File: src/rtl/trigcap_pkg.sv
// Shared types for the trigger capture buffer: FSM state encoding, trigger
// qualification modes and the mode-qualified trigger helper.
package trigcap_pkg;

    typedef enum logic [2:0] {
        IDLE,
        FILL,
        WAIT,
        POST,
        DONE
    } state_t;

    localparam logic [1:0] TM_LEVEL = 2'b00;
    localparam logic [1:0] TM_RISE  = 2'b01;
    localparam logic [1:0] TM_FALL  = 2'b10;
    localparam logic [1:0] TM_ANY   = 2'b11;

    // Level mode looks at the raw input so a trigger that is already high
    // when waiting starts fires at once; the edge modes compare against the
    // previous cycle's value.
    function automatic logic mode_match(input logic [1:0] mode,
                                        input logic       cur,
                                        input logic       prev);
        case (mode)
            TM_LEVEL: return cur;
            TM_RISE:  return cur & ~prev;
            TM_FALL:  return ~cur & prev;
            TM_ANY:   return cur ^ prev;
            default:  return 1'b0;
        endcase
    endfunction

endpackage

File: src/rtl/trigcap_if.sv
// Bus bundle between the sampled data source / readout logic (master) and
// the trigger capture buffer (slave).
// Optional macro TRIGCAP_PATTERN_EN adds the trig_pattern/trig_mask signals.
interface trigcap_if #(
    parameter int WIDTH = 8,
    parameter int DEPTH = 16
);
    localparam int AW = $clog2(DEPTH);

    logic             arm;
    logic             abort;
    logic             trig;
    logic [1:0]       trig_mode;
    logic [AW-1:0]    pre_cnt;
    logic [WIDTH-1:0] din;
    logic             rd_en;
    logic [WIDTH-1:0] dout;
    logic             dout_valid;
    logic [WIDTH-1:0] trig_sample;
    logic             crfm;
    logic             busy;
    logic             done;
`ifdef TRIGCAP_PATTERN_EN
    logic [WIDTH-1:0] trig_pattern;
    logic [WIDTH-1:0] trig_mask;

    modport master (
        output arm, abort, trig, trig_mode, pre_cnt, din, rd_en,
               trig_pattern, trig_mask,
        input  dout, dout_valid, trig_sample, crfm, busy, done
    );

    modport slave (
        input  arm, abort, trig, trig_mode, pre_cnt, din, rd_en,
               trig_pattern, trig_mask,
        output dout, dout_valid, trig_sample, crfm, busy, done
    );
`else
    modport master (
        output arm, abort, trig, trig_mode, pre_cnt, din, rd_en,
        input  dout, dout_valid, trig_sample, crfm, busy, done
    );

    modport slave (
        input  arm, abort, trig, trig_mode, pre_cnt, din, rd_en,
        output dout, dout_valid, trig_sample, crfm, busy, done
    );
`endif

endinterface

File: src/rtl/trigcap_ram.sv
// WIDTH x DEPTH simple dual-port sample store: synchronous write, registered
// read. The read register holds its value between reads and is the dout bus.
module trigcap_ram #(
    parameter int WIDTH = 8,
    parameter int DEPTH = 16,
    parameter int AW    = $clog2(DEPTH)
) (
    input  logic             clk,
    input  logic             rst,
    input  logic             we,
    input  logic [AW-1:0]    waddr,
    input  logic [WIDTH-1:0] wdata,
    input  logic             re,
    input  logic [AW-1:0]    raddr,
    output logic [WIDTH-1:0] rdata
);

    logic [WIDTH-1:0] mem [DEPTH];

    // Sample array: no reset, contents are only meaningful after a capture.
    always_ff @(posedge clk) begin
        if (we) begin
            mem[waddr] <= wdata;
        end
    end

    // Read register: cleared by reset, otherwise keeps the last popped sample.
    always_ff @(posedge clk or posedge rst) begin
        if (rst) begin
            rdata <= '0;
        end else if (re) begin
            rdata <= mem[raddr];
        end
    end

endmodule

File: src/rtl/trigger_capture_buf.sv
// Circular trigger capture buffer: once armed, records din every cycle,
// keeps pre_cnt samples ahead of the qualified trigger, fills the rest of the
// DEPTH-sample window after it, then offers the window oldest-first.
// Optional macro TRIGCAP_PATTERN_EN adds a masked data-pattern trigger.
module trigger_capture_buf
    import trigcap_pkg::*;
#(
    parameter int WIDTH = 8,
    parameter int DEPTH = 16,
    parameter int AW    = $clog2(DEPTH)
) (
    input logic     clk,
    input logic     rst,
    trigcap_if.slave bus
);

    localparam logic [AW-1:0] LAST = AW'(DEPTH - 1);

    state_t state;
    state_t next_state;

    logic [AW-1:0]    wr_ptr;
    logic [AW-1:0]    rd_cnt;
    logic [AW-1:0]    rd_addr;
    logic [AW-1:0]    post_cnt;
    logic [AW-1:0]    pre_q;
    logic             trig_q;
    logic             pat_hit;
    logic             trig_hit;
    logic             we;
    logic             re;
    logic             busy;
    logic             done;
    logic             crfm;
    logic             dout_valid;
    logic [WIDTH-1:0] trig_sample;
    logic [WIDTH-1:0] dout;

`ifdef TRIGCAP_PATTERN_EN
    assign pat_hit = (bus.trig_mask != '0) &&
                     ((bus.din & bus.trig_mask) == (bus.trig_pattern & bus.trig_mask));
`else
    assign pat_hit = 1'b0;
`endif

    assign trig_hit = (state == WAIT) &&
                      (mode_match(bus.trig_mode, bus.trig, trig_q) || pat_hit);

    // Writes are frozen in DONE, so the write pointer is also where the oldest
    // sample of the window lives; reads walk forward from it.
    assign rd_addr = wr_ptr + rd_cnt;

    // State register.
    always_ff @(posedge clk or posedge rst) begin
        if (rst) begin
            state <= IDLE;
        end else begin
            state <= next_state;
        end
    end

    // Next-state logic; abort overrides everything else.
    always_comb begin
        next_state = state;
        if (bus.abort) begin
            next_state = IDLE;
        end else begin
            case (state)
                IDLE: begin
                    if (bus.arm) begin
                        next_state = (bus.pre_cnt == '0) ? WAIT : FILL;
                    end
                end
                FILL: begin
                    if (wr_ptr == pre_q - AW'(1)) begin
                        next_state = WAIT;
                    end
                end
                WAIT: begin
                    if (trig_hit) begin
                        next_state = (pre_q == LAST) ? DONE : POST;
                    end
                end
                POST: begin
                    if (post_cnt == AW'(1)) begin
                        next_state = DONE;
                    end
                end
                DONE: begin
                    if (bus.rd_en && rd_cnt == LAST) begin
                        next_state = IDLE;
                    end
                end
                default: next_state = IDLE;
            endcase
        end
    end

    // State-decoded outputs and memory strobes.
    always_comb begin
        busy = 1'b0;
        done = 1'b0;
        we   = 1'b0;
        re   = 1'b0;
        case (state)
            FILL, WAIT, POST: begin
                busy = 1'b1;
                we   = ~bus.abort;
            end
            DONE: begin
                done = 1'b1;
                re   = bus.rd_en & ~bus.abort;
            end
            default: ;
        endcase
    end

    // Pointers, counters, trigger history and the registered pulse outputs.
    always_ff @(posedge clk or posedge rst) begin
        if (rst) begin
            wr_ptr      <= '0;
            rd_cnt      <= '0;
            post_cnt    <= '0;
            pre_q       <= '0;
            trig_q      <= 1'b0;
            crfm        <= 1'b0;
            dout_valid  <= 1'b0;
            trig_sample <= '0;
        end else begin
            trig_q     <= bus.trig;
            dout_valid <= re;
            crfm       <= trig_hit & ~bus.abort;
            if (trig_hit && !bus.abort) begin
                trig_sample <= bus.din;
            end
            if (bus.abort) begin
                wr_ptr   <= '0;
                rd_cnt   <= '0;
                post_cnt <= '0;
                pre_q    <= '0;
            end else begin
                case (state)
                    IDLE: begin
                        if (bus.arm) begin
                            pre_q  <= bus.pre_cnt;
                            wr_ptr <= '0;
                            rd_cnt <= '0;
                        end
                    end
                    FILL: begin
                        wr_ptr <= wr_ptr + AW'(1);
                    end
                    WAIT: begin
                        wr_ptr <= wr_ptr + AW'(1);
                        if (trig_hit) begin
                            post_cnt <= LAST - pre_q;
                        end
                    end
                    POST: begin
                        wr_ptr   <= wr_ptr + AW'(1);
                        post_cnt <= post_cnt - AW'(1);
                    end
                    DONE: begin
                        if (bus.rd_en) begin
                            rd_cnt <= rd_cnt + AW'(1);
                        end
                    end
                    default: ;
                endcase
            end
        end
    end

    trigcap_ram #(
        .WIDTH(WIDTH),
        .DEPTH(DEPTH),
        .AW   (AW)
    ) u_ram (
        .clk  (clk),
        .rst  (rst),
        .we   (we),
        .waddr(wr_ptr),
        .wdata(bus.din),
        .re   (re),
        .raddr(rd_addr),
        .rdata(dout)
    );

    assign bus.busy        = busy;
    assign bus.done        = done;
    assign bus.crfm        = crfm;
    assign bus.dout_valid  = dout_valid;
    assign bus.trig_sample = trig_sample;
    assign bus.dout        = dout;

endmodule

File: src/flat_wrapper.sv
// flat-port wrapper written by rule: the top's interface ports become plain ports
module trigger_capture_buf_flat import trigcap_pkg::*;
#(
    parameter int WIDTH = 8,
    parameter int DEPTH = 16,
    parameter int AW    = $clog2(DEPTH)
)
  (clk, rst, bus_arm, bus_abort, bus_trig, bus_trig_mode, bus_pre_cnt, bus_din, bus_rd_en, bus_dout, bus_dout_valid, bus_trig_sample, bus_crfm, bus_busy, bus_done);
  trigcap_if #(.WIDTH(WIDTH), .DEPTH(DEPTH)) bus_i ();
  input logic clk;
  input logic rst;
  input wire logic [$bits(bus_i.arm)-1:0] bus_arm;
  input wire logic [$bits(bus_i.abort)-1:0] bus_abort;
  input wire logic [$bits(bus_i.trig)-1:0] bus_trig;
  input wire logic [$bits(bus_i.trig_mode)-1:0] bus_trig_mode;
  input wire logic [$bits(bus_i.pre_cnt)-1:0] bus_pre_cnt;
  input wire logic [$bits(bus_i.din)-1:0] bus_din;
  input wire logic [$bits(bus_i.rd_en)-1:0] bus_rd_en;
  output wire logic [$bits(bus_i.dout)-1:0] bus_dout;
  output wire logic [$bits(bus_i.dout_valid)-1:0] bus_dout_valid;
  output wire logic [$bits(bus_i.trig_sample)-1:0] bus_trig_sample;
  output wire logic [$bits(bus_i.crfm)-1:0] bus_crfm;
  output wire logic [$bits(bus_i.busy)-1:0] bus_busy;
  output wire logic [$bits(bus_i.done)-1:0] bus_done;
  assign bus_i.arm = bus_arm;
  assign bus_i.abort = bus_abort;
  assign bus_i.trig = bus_trig;
  assign bus_i.trig_mode = bus_trig_mode;
  assign bus_i.pre_cnt = bus_pre_cnt;
  assign bus_i.din = bus_din;
  assign bus_i.rd_en = bus_rd_en;
  assign bus_dout = bus_i.dout;
  assign bus_dout_valid = bus_i.dout_valid;
  assign bus_trig_sample = bus_i.trig_sample;
  assign bus_crfm = bus_i.crfm;
  assign bus_busy = bus_i.busy;
  assign bus_done = bus_i.done;
  trigger_capture_buf #(.WIDTH(WIDTH), .DEPTH(DEPTH), .AW(AW)) u_core (.clk(clk), .rst(rst), .bus(bus_i));
endmodule
File: config.mk
export PLATFORM = sky130hd
export DESIGN_NAME = trigger_capture_buf_flat
export DESIGN_NICKNAME = d
export VERILOG_FILES = /design/src/rtl/trigcap_pkg.sv /design/src/rtl/trigcap_if.sv /design/src/rtl/trigcap_ram.sv /design/src/rtl/trigger_capture_buf.sv /design/src/flat_wrapper.sv
export SDC_FILE = /design/constraint.sdc
export NUM_CORES = 1
export LEC_CHECK = 0
export CAP_MARGIN = 20
export CELL_PAD_IN_SITES_DETAIL_PLACEMENT = 0
export CELL_PAD_IN_SITES_GLOBAL_PLACEMENT = 2
export CORE_ASPECT_RATIO = 0.5
export CORE_UTILIZATION = 45
export CTS_CLUSTER_DIAMETER = 30
export CTS_CLUSTER_SIZE = 24
export DETAILED_ROUTE_END_ITERATION = 8
export PLACE_DENSITY = 0.85
export SLEW_MARGIN = 20
export SYNTH_ARGS = -nofsm -noshare
export SYNTH_HDL_FRONTEND = slang
export SYNTH_HIERARCHICAL = 1
export SYNTH_SLANG_ARGS = --single-unit
File: constraint.sdc
create_clock -name clk -period 2.7 [get_ports clk]
set_input_delay 0.81 -clock clk [delete_from_list [all_inputs] [get_ports clk]]
set_output_delay 0.81 -clock clk [all_outputs]
set_load 0.02 [all_outputs]
==> qor.txt, run 1 <==
simple-gate share of the synthesized area = 6.619%
Clock Latency Late Sink = 420 ps
r2r startpoint = u_core/rd_cnt[0]
Synth Area in XOR/XNOR = 1.100%
DRC Markers = 0
Top Ports = 40
root buf cell = clkbuf_16
total track usage = 18.78%
post-synthesis mux area share = 14.23%
critical path class = in -> reg
synthesis-to-finish area growth = 19.68%
Design Area, Final = 0.008574 mm^2
Setup crit end = u_core/bus.trig_sample[6]
Worst setup startpoint = bus_trig
largest fanout on the critical path = 9
Post-synth top flop = edfxtp_1
worst setup margin = 117.5 ps
Synth Area in Compound Gates = 5.746%
Power, Total = 7.351 mW
1st-iter DRT viols = 257
num rows = 32
starting density of the core = 46.24%
Core ar. = 0.01549 mm^2
Clock H-tree levels = 4
WP data arrival = 2890 ps
Final Max Tran Viols = 0
die height = 91.22 um
largest net degree at the start of global routing = 31
Post-Synth Adder-Cell Area = 2.200%
Syn Nets = 456
library cells used by synthesis = 55
Seq/Total Area, Yosys = 66.92%
vias = 3871
final setup vio count = 0
largest family of logic cells by synthesized area = multiplexers
Hold WS = 513.4 ps
Chip Width = 180.4 um
Post-DRT Antenna Nets = 0
Worst-path clk slew = 70 ps
Routed WL per cell = 19.88 um
async set-reset flop share out of synthesis = 22.89%
Max clock buf depth = 2
Seq cells post-synth = 166
Setup Skew = 7.316 ps
min Tclk post-route = 2582 ps
CTS tree = yes
Gate Count Post-Synth = 424
Tcrit/Tclk final = 95.65%
Nets = 531
Post-Syn Area = 0.007164 mm^2
vias in the first global route = 4013
GR Overflow Total = 0
worst reg2reg path depth = 8
maximum clock frequency = 387.2 MHz
Worst setup EP type = flop
worst path required time = 3000 ps
die area = 0.01646 mm^2
WHS Path Cells = 1
Mean Syn Cell Area = 16.90 um^2
first-pass GRT wire length = 22500 um
# Max-Cap Violations = 0
R2R Path End = u_core/u_ram/rdata[1]
number of hold violations in the final report = 0
vias per inst = 5.406
startpoint type of the worst setup path = input port
worst slew pin tran = 705.2 ps
RSZ-0062 raised after global routing = false
status = complete, no violations
initial antenna violation count = 0
yosys warns = 6
First-pass DRT Iterations = 4
Reg2Reg Setup Slack = 170 ps
PD cells = 857.3 mW/mm^2
CTS Buf Count = 17
overall routed net length = 14230 um
VDD IR max = 513.3 uV
fraction of layout instances using a drive strength above 1 = 25.98%
most common cell after layout, fill and taps aside = edfxtp_1
Sink Count = 166
most frequent cells in the layout = 128 x edfxtp_1, 46 x nor2_1, 39 x clkdlybuf4s50_1
number of enable flip-flop cells after synthesis = 128
CTS Hold Buffers Added = 0
DP Wirelength = 9524 um
Ant. Diodes = 0
Max-slew headroom = 52.84%
placed cell area = 0.007991 mm^2
GPL Wtd Cong = 0.7837
P_leak = 3.066 nW
hold crit path type = reg -> reg
Placement Setup Slack = -324.6 ps
IO Port Bufs = 39
==> cells in the mapped netlist (3+ instances only) <==
| cell | n | share of area [%] |
|---|---|---|
| edfxtp_1 | 128 | 54 |
| nor2_1 | 48 | 2.5 |
| dfrtp_1 | 38 | 13 |
| mux4_2 | 27 | 8.5 |
| inv_1 | 15 | 0.79 |
| mux2i_1 | 13 | 1.8 |
| ha_1 | 11 | 1.9 |
| mux2_2 | 11 | 1.7 |
| a21oi_1 | 10 | 0.70 |
| a221oi_2 | 8 | 1.7 |
| nor3_1 | 8 | 0.56 |
| o22ai_1 | 8 | 0.70 |
| xnor2_1 | 8 | 0.98 |
| nand2_1 | 7 | 0.37 |
| buf_6 | 6 | 0.94 |
| mux4_1 | 6 | 2.2 |
| nand3_1 | 6 | 0.42 |
| clkbuf_1 | 5 | 0.26 |
| nand2b_1 | 5 | 0.44 |
| buf_1 | 4 | 0.21 |
| and2_1 | 3 | 0.26 |
| buf_2 | 3 | 0.21 |
| nand3b_1 | 3 | 0.31 |
| o211ai_1 | 3 | 0.31 |
| o21ai_0 | 3 | 0.21 |
==> metal layers <==
layer | vias to the layer above | GRT usage, % | part of all wire (%) | wire [um]
met1 | 1971 | 26.49 | 48 | 6820
met3 | 11 | 4.091 | 4.7 | 670
li1 | 1799 | - | - | -
met2 | 90 | 29.01 | 46 | 6597
met5 | - | 0 | 0 | 0
met4 | 0 | 6.481 | 1.0 | 144
==> state kept, by name, summed over array words and instances, names as in the netlist <==
name	flops
u_core/post_cnt	4
u_core/u_ram/rdata	8
u_core/wr_ptr	4
u_core/bus.trig_sample	8
u_core/bus.crfm	1
u_core/state	3
u_core/pre_q	4
u_core/bus.dout_valid	1
u_core/u_ram/mem	128
u_core/trig_q	1
u_core/rd_cnt	4
==> logic make-up after synthesis <==
logic type,count (synthesis)
and+or+nand+nor,96
muxes,57
xor gates and xnor gates,9
AOI/OAI and AO/OA,47
DFF,166
buffers and inverters,37
adders and majority gates,12
==> stage by stage <==
step | setup TNS [ps] | cells | utilization (%)
after floorplan | 0 | 424 | -
after global placement | -3741 | 684 | 51.57
after detailed placement | -4268 | 684 | 51.57
after CTS | 0 | 716 | 55.32
after global routing | 0 | 716 | 55.34
final | 0 | 716 | 55.34
==> report_power, final <==
part | switching [mW] | leakage (nW) | internal [mW]
Sequential | 0.148 | 1.65 | 2.98
Clock | 1.10 | 0.275 | 1.23
Combinational | 0.978 | 1.14 | 0.904
==> cell type report <==
class                           instances  area (um^2)
Clock buffer                           17        425.4
Clock inverter                         15        155.1
Fill cell                            1208         6920
Inverter                               15        56.30
Multi-Input combinational cell        221         2167
Sequential cell                       166         4795
Tap cell                              204        255.2
Timing Repair Buffer                   78        720.7
==> how the worst min path moves through the flow <==
stage	from	endpoint
after detailed placement	u_core/bus.trig_sample[1]	u_core/bus.trig_sample[1]
after CTS	u_core/bus.trig_sample[1]	u_core/bus.trig_sample[1]
after floorplan	u_core/rd_cnt[2]	u_core/rd_cnt[2]
after global placement	u_core/bus.trig_sample[2]	u_core/bus.trig_sample[2]
after global routing	u_core/bus.trig_sample[1]	u_core/bus.trig_sample[1]
final	u_core/bus.trig_sample[1]	u_core/bus.trig_sample[1]
==> timing repair <==
action | CTS | global route
setup endpoints to repair | 0 | 1
resized for setup | 0 | 1
buffers inserted | 0 | 0
==> critical path, stage by stage <==
cell             delay [ps]
clkdlybuf4s50_1         510
inv_1                    70
ha_1                    270
inv_1                    30
mux4_2                  590
nand2_2                 240
mux2_2                  360
Note: power is estimated with default switching activity, not from simulation.
==> run 2: changes to the inputs <==
Settings changed: CORE_UTILIZATION 45 to 40, PLACE_DENSITY 0.85 to 0.8.
Clock period 2.7 ns to 2.34 ns, I/O delays scaled along.
==> qor.txt, run 2 (synthesized netlist as in run 1, its figures left out) <==
DP Wirelength = 10410 um (+9.3%)
RSZ-0062 raised after global routing = true
Critical Path Most Common Cell = buf_12
VDD IR max = 548.6 uV (+6.9%)
Clock Latency Late Sink = 420 ps (about the same)
placed cell count = 745 (+8.9%)
hold crit path type = reg -> reg
worst path required time = 2640 ps (-360 ps)
placed cell area = 0.008315 mm^2 (+4.1%)
WP data arrival = 2670 ps (-220 ps)
Nets = 567 (+6.8%)
total track usage = 18.29% (-0.49 points)
max incr delay on CP = 490 ps (-100 ps)
largest net degree at the start of global routing = 31 (unchanged)
Placement Setup Slack = -506.1 ps (-181.5 ps)
First-pass DRT Iterations = 4 (unchanged)
CTS tree = yes
PD cells = 990.5 mW/mm^2 (+16%)
number of hold violations in the final report = 0 (unchanged)
maximum clock frequency = 421.7 MHz
overall routed net length = 15750 um (+11%)
DRC Markers = 0 (unchanged)
Routed WL per cell = 20.14 um (+1.3%)
critical path class = reg -> reg
GPL Wtd Cong = 0.7502 (-4.3%)
die height = 96.64 um (+5.9%)
Clock H-tree levels = 4 (unchanged)
Setup Skew = 8.964 ps (+1.648 ps)
worst slew pin tran = 490.3 ps (-215.0 ps)
min Tclk post-route = 2371 ps
Final Max Tran Viols = 0 (unchanged)
Power, Total = 9.052 mW (+23%)
Post-DRT Antenna Nets = 0 (unchanged)
Max-slew headroom = 67.21% (+14 points)
Largest regs = u_core/u_ram/mem x128, u_core/bus.trig_sample x8, u_core/u_ram/rdata x8
die area = 0.01848 mm^2 (+12%)
worst setup margin = -31.13 ps (-148.6 ps)
Chip Width = 191.3 um (+6.0%)
Max clock buf depth = 2 (unchanged)
vias = 4137 (+6.9%)
most frequent cells in the layout = 128 x edfxtp_1, 65 x buf_4, 46 x nor2_1
starting density of the core = 41.08% (-5.2 points)
most common cell after layout, fill and taps aside = edfxtp_1
P_leak = 3.345 nW (+9.1%)
max reg flops = 128 (unchanged)
root buf cell = clkbuf_16
Worst setup EP type = flop
first-pass GRT wire length = 24640 um (+9.5%)
Core ar. = 0.01744 mm^2 (+13%)
synthesis-to-finish area growth = 27.56%
failing checks = setup timing
Design Area, Final = 0.009139 mm^2 (+6.6%)
vias per inst = 5.290 (-2.1%)
largest fanout on the critical path = 6 (-3)
# Max-Cap Violations = 0 (unchanged)
CTS Hold Buffers Added = 0 (unchanged)
Sink Count = 166 (unchanged)
num rows = 34 (+6.3%)
Ant. Diodes = 0 (unchanged)
critical-path cell list = ha_4 > inv_2 > fa_2 > xnor2_4 > buf_12 > buf_12 > mux4_2 > mux2i_2 > a221oi_2
startpoint type of the worst setup path = flop
status = complete, but fails checks
Tcrit/Tclk final = 101.3%
1st-iter DRT viols = 366 (+42%)
Fill cells = 1399 (+16%)
CTS Buf Count = 17 (unchanged)
final setup vio count = 5 (+5)
most flop-heavy register = u_core/u_ram/mem
Worst-path clk slew = 70 ps (about the same)
vias in the first global route = 4172 (+4.0%)
fin cells = 782 (+9.2%)
IO Port Bufs = 39 (unchanged)
critical path's slowest cell = mux4_2
GR Overflow Total = 0 (unchanged)
initial antenna violation count = 0 (unchanged)
Top Ports = 40 (unchanged)
fraction of layout instances using a drive strength above 1 = 34.49% (+8.5 points)
-- run 2: cell count changes in the layout (fill, tap and decap cells not counted), sizes merged, moves of 2 or more --
cell	change
buf	+36
clkdlybuf4s50	-3
dlygate4sd2	+2
clkinvlp	-3
bufinv	+3
-- run 2: layer usage --
metal | vias up | share of wire (%) | wire [um] | global-route usage (%)
met5 | - | 0 | 0 | 0
met4 | 0 | 0.59 | 93 | 4.457
met3 | 8 | 6.1 | 954 | 4.971
met2 | 110 | 46 | 7239 | 26.95
met1 | 2141 | 47 | 7461 | 26.90
li1 | 1878 | - | - | -
-- run 2: final timing paths --
| path | start | endpoint | slack [ps] | cells after the start |
|---|---|---|---|---|
| max in group asynchronous | rst | u_core/wr_ptr[0] | 1220 | 3 |
| hold reg to reg | u_core/bus.trig_sample[0] | u_core/bus.trig_sample[0] | 510 | 1 |
| setup / recovery | u_core/wr_ptr[0] | u_core/u_ram/rdata[4] | -30 | 9 |
| setup reg to reg | u_core/wr_ptr[0] | u_core/u_ram/rdata[4] | -30 | 9 |
| hold / removal | u_core/bus.trig_sample[0] | u_core/bus.trig_sample[0] | 510 | 1 |
| min in group asynchronous | rst | u_core/u_ram/rdata[6] | 640 | 2 |
-- run 2: power by group --
part	internal, mW	switching (mW)
clock network	1.74	1.26
registers	3.44	0.163
logic	1.20	1.25
-- run 2: metrics by stage --
step                utilization, %  setup TNS [ps]  hold slack (ps)
floorplan                        -           -3992            490.4
global placement             47.68          -23510            497.1
detailed placement           47.68          -24520            495.9
CTS                          52.32          -71.57            510.8
global route                 52.40          -894.9            535.6
finish                       52.40          -102.9            507.3
-- run 2: worst max-delay path, delay by kind of cell, from the launching register on --
family          cells  cell delay [ps]
xor+xnor            1              230
compound gates      1               90
buf+inv             3              320
mux                 2              690
flops               1              390
fa+ha+maj           2              510
-- run 2: timing repair --
action	in CTS	in global routing
hold endpoints to repair	0	0
setup endpoints to repair	18	23
setup buffers	3	1
cloned	2	0
pin swaps	6	7
gates resized for setup	29	5
-- run 2: layout make-up --
cell class / count / area [um^2] / share of cell area (%)
flip-flops and latches: 166 / 4796 / 52.48
multi-input cells: 221 / 2292 / 25.08
repair buffers: 114 / 1061 / 11.61
clock buffers: 17 / 425.4 / 4.655
well taps: 234 / 292.8 / 3.204
clock inverters: 15 / 215.2 / 2.355
inverters: 15 / 56.30 / 0.6161
==> run 3: changes to the inputs <==
Settings changed: CORE_UTILIZATION 40 to 45, PLACE_DENSITY 0.8 to 0.85, TNS_END_PERCENT from default to 5.
Clock period 2.34 ns to 2.51 ns, I/O delays scaled along.
==> qor.txt, run 3 (synthesized netlist as in run 1, its figures left out) <==
min Tclk post-route = 2484 ps (+113.1 ps)
Sink Count = 166 (unchanged)
CTS tree = yes
sw frac = 30.65% (+1.1 points)
PD cells = 926.7 mW/mm^2 (-6.4%)
largest net degree at the start of global routing = 31 (unchanged)
met2 WL = 7028 um (-2.9%)
largest fanout on the critical path = 4 (-2)
Hold WS = 507.6 ps (+0.3560 ps)
Ant. Diodes = 0 (unchanged)
startpoint type of the worst setup path = flop
internal power = 5.704 mW (-11%)
CTS Buf Count = 17 (unchanged)
critical path class = reg -> reg
Max clock buf depth = 2 (unchanged)
Final Max Tran Viols = 0 (unchanged)
Clock H-tree levels = 4 (unchanged)
num rows = 32 (-5.9%)
final setup vio count = 0 (-5)
wl on met1 = 7074 um (-5.2%)
WHS Path Cells = 1 (unchanged)
Clock Latency Late Sink = 430 ps (about the same)
most frequent cells in the layout = 128 x edfxtp_1, 50 x buf_4, 47 x nor2_1
worst setup margin = 25.77 ps (+56.91 ps)
worst slew pin tran = 609.7 ps (+119.4 ps)
Setup Skew = 11.87 ps (+2.906 ps)
maximum clock frequency = 402.5 MHz (-4.6%)
most flop-heavy register = u_core/u_ram/mem
Reg2Reg Setup Slack = 30 ps (+60 ps)
Max-slew headroom = 59.23% (-8.0 points)
Top Ports = 40 (unchanged)
top layer in use = met4
Tcrit/Tclk final = 98.97% (-2.4 points)
worst path required time = 2810 ps (+170 ps)
first-pass GRT wire length = 23360 um (-5.2%)
IO Port Bufs = 39 (unchanged)
synthesis-to-finish area growth = 23.87%
number of hold violations in the final report = 0 (unchanged)
DRC Markers = 0 (unchanged)
met3 wire len = 769 um (-19%)
hold crit path type = reg -> reg
GPL Wtd Cong = 0.7998 (+6.6%)
vias = 3998 (-3.4%)
setup TNS = 0 ps (+102.9 ps)
First-pass DRT Iterations = 5 (+1)
GR Overflow Total = 0 (unchanged)
Placement Setup Slack = -385.3 ps (+120.8 ps)
Chip Width = 180.4 um (-5.7%)
WP data arrival = 2790 ps (+120 ps)
total track usage = 19.56% (+1.3 points)
fraction of layout instances using a drive strength above 1 = 30.83% (-3.7 points)
overall routed net length = 15000 um (-4.7%)
combinational share of power = 26.3% (-0.7 points)
Core ar. = 0.01549 mm^2 (-11%)
RSZ-0062 raised after global routing = true
Net Switching = 2.520 mW (-5.8%)
Post-DRT Antenna Nets = 0 (unchanged)
Worst Hold Path EP = u_core/bus.trig_sample[6]
Worst setup EP type = flop
r2r startpoint = u_core/wr_ptr[0]
Routed WL per cell = 20.38 um (+1.2%)
Worst-path clk slew = 70 ps (about the same)
R2R Path End = u_core/u_ram/rdata[3]
die area = 0.01646 mm^2 (-11%)
starting density of the core = 46.24% (+5.2 points)
die height = 91.22 um (-5.6%)
Nets = 551 (-2.8%)
max reg flops = 128 (unchanged)
Fill cells = 1145 (-18%)
status = complete, no violations
root buf cell = clkbuf_16
initial antenna violation count = 0 (unchanged)
# Max-Cap Violations = 0 (unchanged)
share of total power in sequential cells = 40.9% (+1.1 points)
1st-iter DRT viols = 332 (-9.3%)
most common cell after layout, fill and taps aside = edfxtp_1
DP Wirelength = 9790 um (-6.0%)
vias in the first global route = 4130 (-1.0%)
P_leak = 3.224 nW (-3.6%)
clock network fraction of total power = 32.8% (-0.3 points)
Largest regs = u_core/u_ram/mem x128, u_core/bus.trig_sample x8, u_core/u_ram/rdata x8
hold path start = u_core/bus.trig_sample[6]
vias per inst = 5.432 (+2.7%)
VDD IR max = 431.3 uV (-21%)
worst reg2reg path depth = 10 (+1)
run 3: cell types whose count changed in the layout (fill, tap and decap cells not counted), moves of 3 or more:
| cell | previous run | this run |
|---|---|---|
| buf_4 | 65 | 50 |
| nor3_2 | 5 | 2 |
| clkinv_8 | 2 | 5 |
| buf_12 | 8 | 5 |
| nor3_1 | 4 | 7 |
run 3: layer usage:
| layer | up-vias | GRT usage [%] |
|---|---|---|
| met2 | 101 | 31.30 |
| li1 | 1854 | - |
| met5 | - | 0 |
| met1 | 2030 | 27.22 |
| met3 | 13 | 4.332 |
| met4 | 0 | 5.199 |
run 3: cell type report:
class | instances | area [um^2] | area share [%]
clock inverters | 15 | 203.9 | 2.298
well taps | 204 | 255.2 | 2.876
clock buffers | 17 | 425.4 | 4.793
repair buffers | 98 | 917.1 | 10.33
flip-flops and latches | 166 | 4795 | 54.03
inverters | 15 | 56.30 | 0.6344
multi-input cells | 221 | 2222 | 25.04
run 3: worst max path at each step:
| stage | endpoint | from |
|---|---|---|
| floorplan | u_core/u_ram/mem[2][0] | bus_abort |
| finish | u_core/u_ram/rdata[3] | u_core/wr_ptr[0] |
| detailed placement | u_core/bus.trig_sample[2] | bus_trig |
| global route | u_core/u_ram/rdata[3] | u_core/wr_ptr[0] |
| CTS | u_core/u_ram/rdata[0] | u_core/wr_ptr[0] |
| global placement | u_core/bus.trig_sample[4] | bus_trig |
run 3: worst max-delay path, stage by stage, from the launching register on:
cell	delay [ps]
dfrtp_1	370
ha_2	190
inv_2	40
fa_2	390
xnor2_4	210
buf_12	140
buf_8	110
buf_4	110
mux4_2	510
mux2i_2	190
a221oi_2	90
run 3: per-stage QoR:
step	instance area [um^2]	utilization, %	power (mW)	cells
2_1_floorplan	7169	-	4.782	424
5_1_grt	8875	57.28	8.593	736
4_1_cts	8715	56.24	8.232	727
3_3_place_gp	8087	52.19	5.498	695
6_report	8875	57.28	8.224	736
3_5_place_dp	8087	52.19	5.534	695
run 3: power groups by stage:
| stage | clock network [mW] | logic, mW | registers (mW) |
|---|---|---|---|
| 2_1_floorplan | 0 | 1.23 | 3.55 |
| 3_3_place_gp | 0 | 2.08 | 3.42 |
| 3_5_place_dp | 0 | 2.11 | 3.42 |
| 4_1_cts | 2.75 | 2.12 | 3.37 |
| 5_1_grt | 2.85 | 2.35 | 3.40 |
| 6_report | 2.70 | 2.16 | 3.36 |
run 3: timing repair:
item | CTS | global route
setup endpoints to repair | 1 | 15
setup buffers | 0 | 9
hold buffers | 0 | 0
resized for setup | 1 | 22
pin swaps | 0 | 6
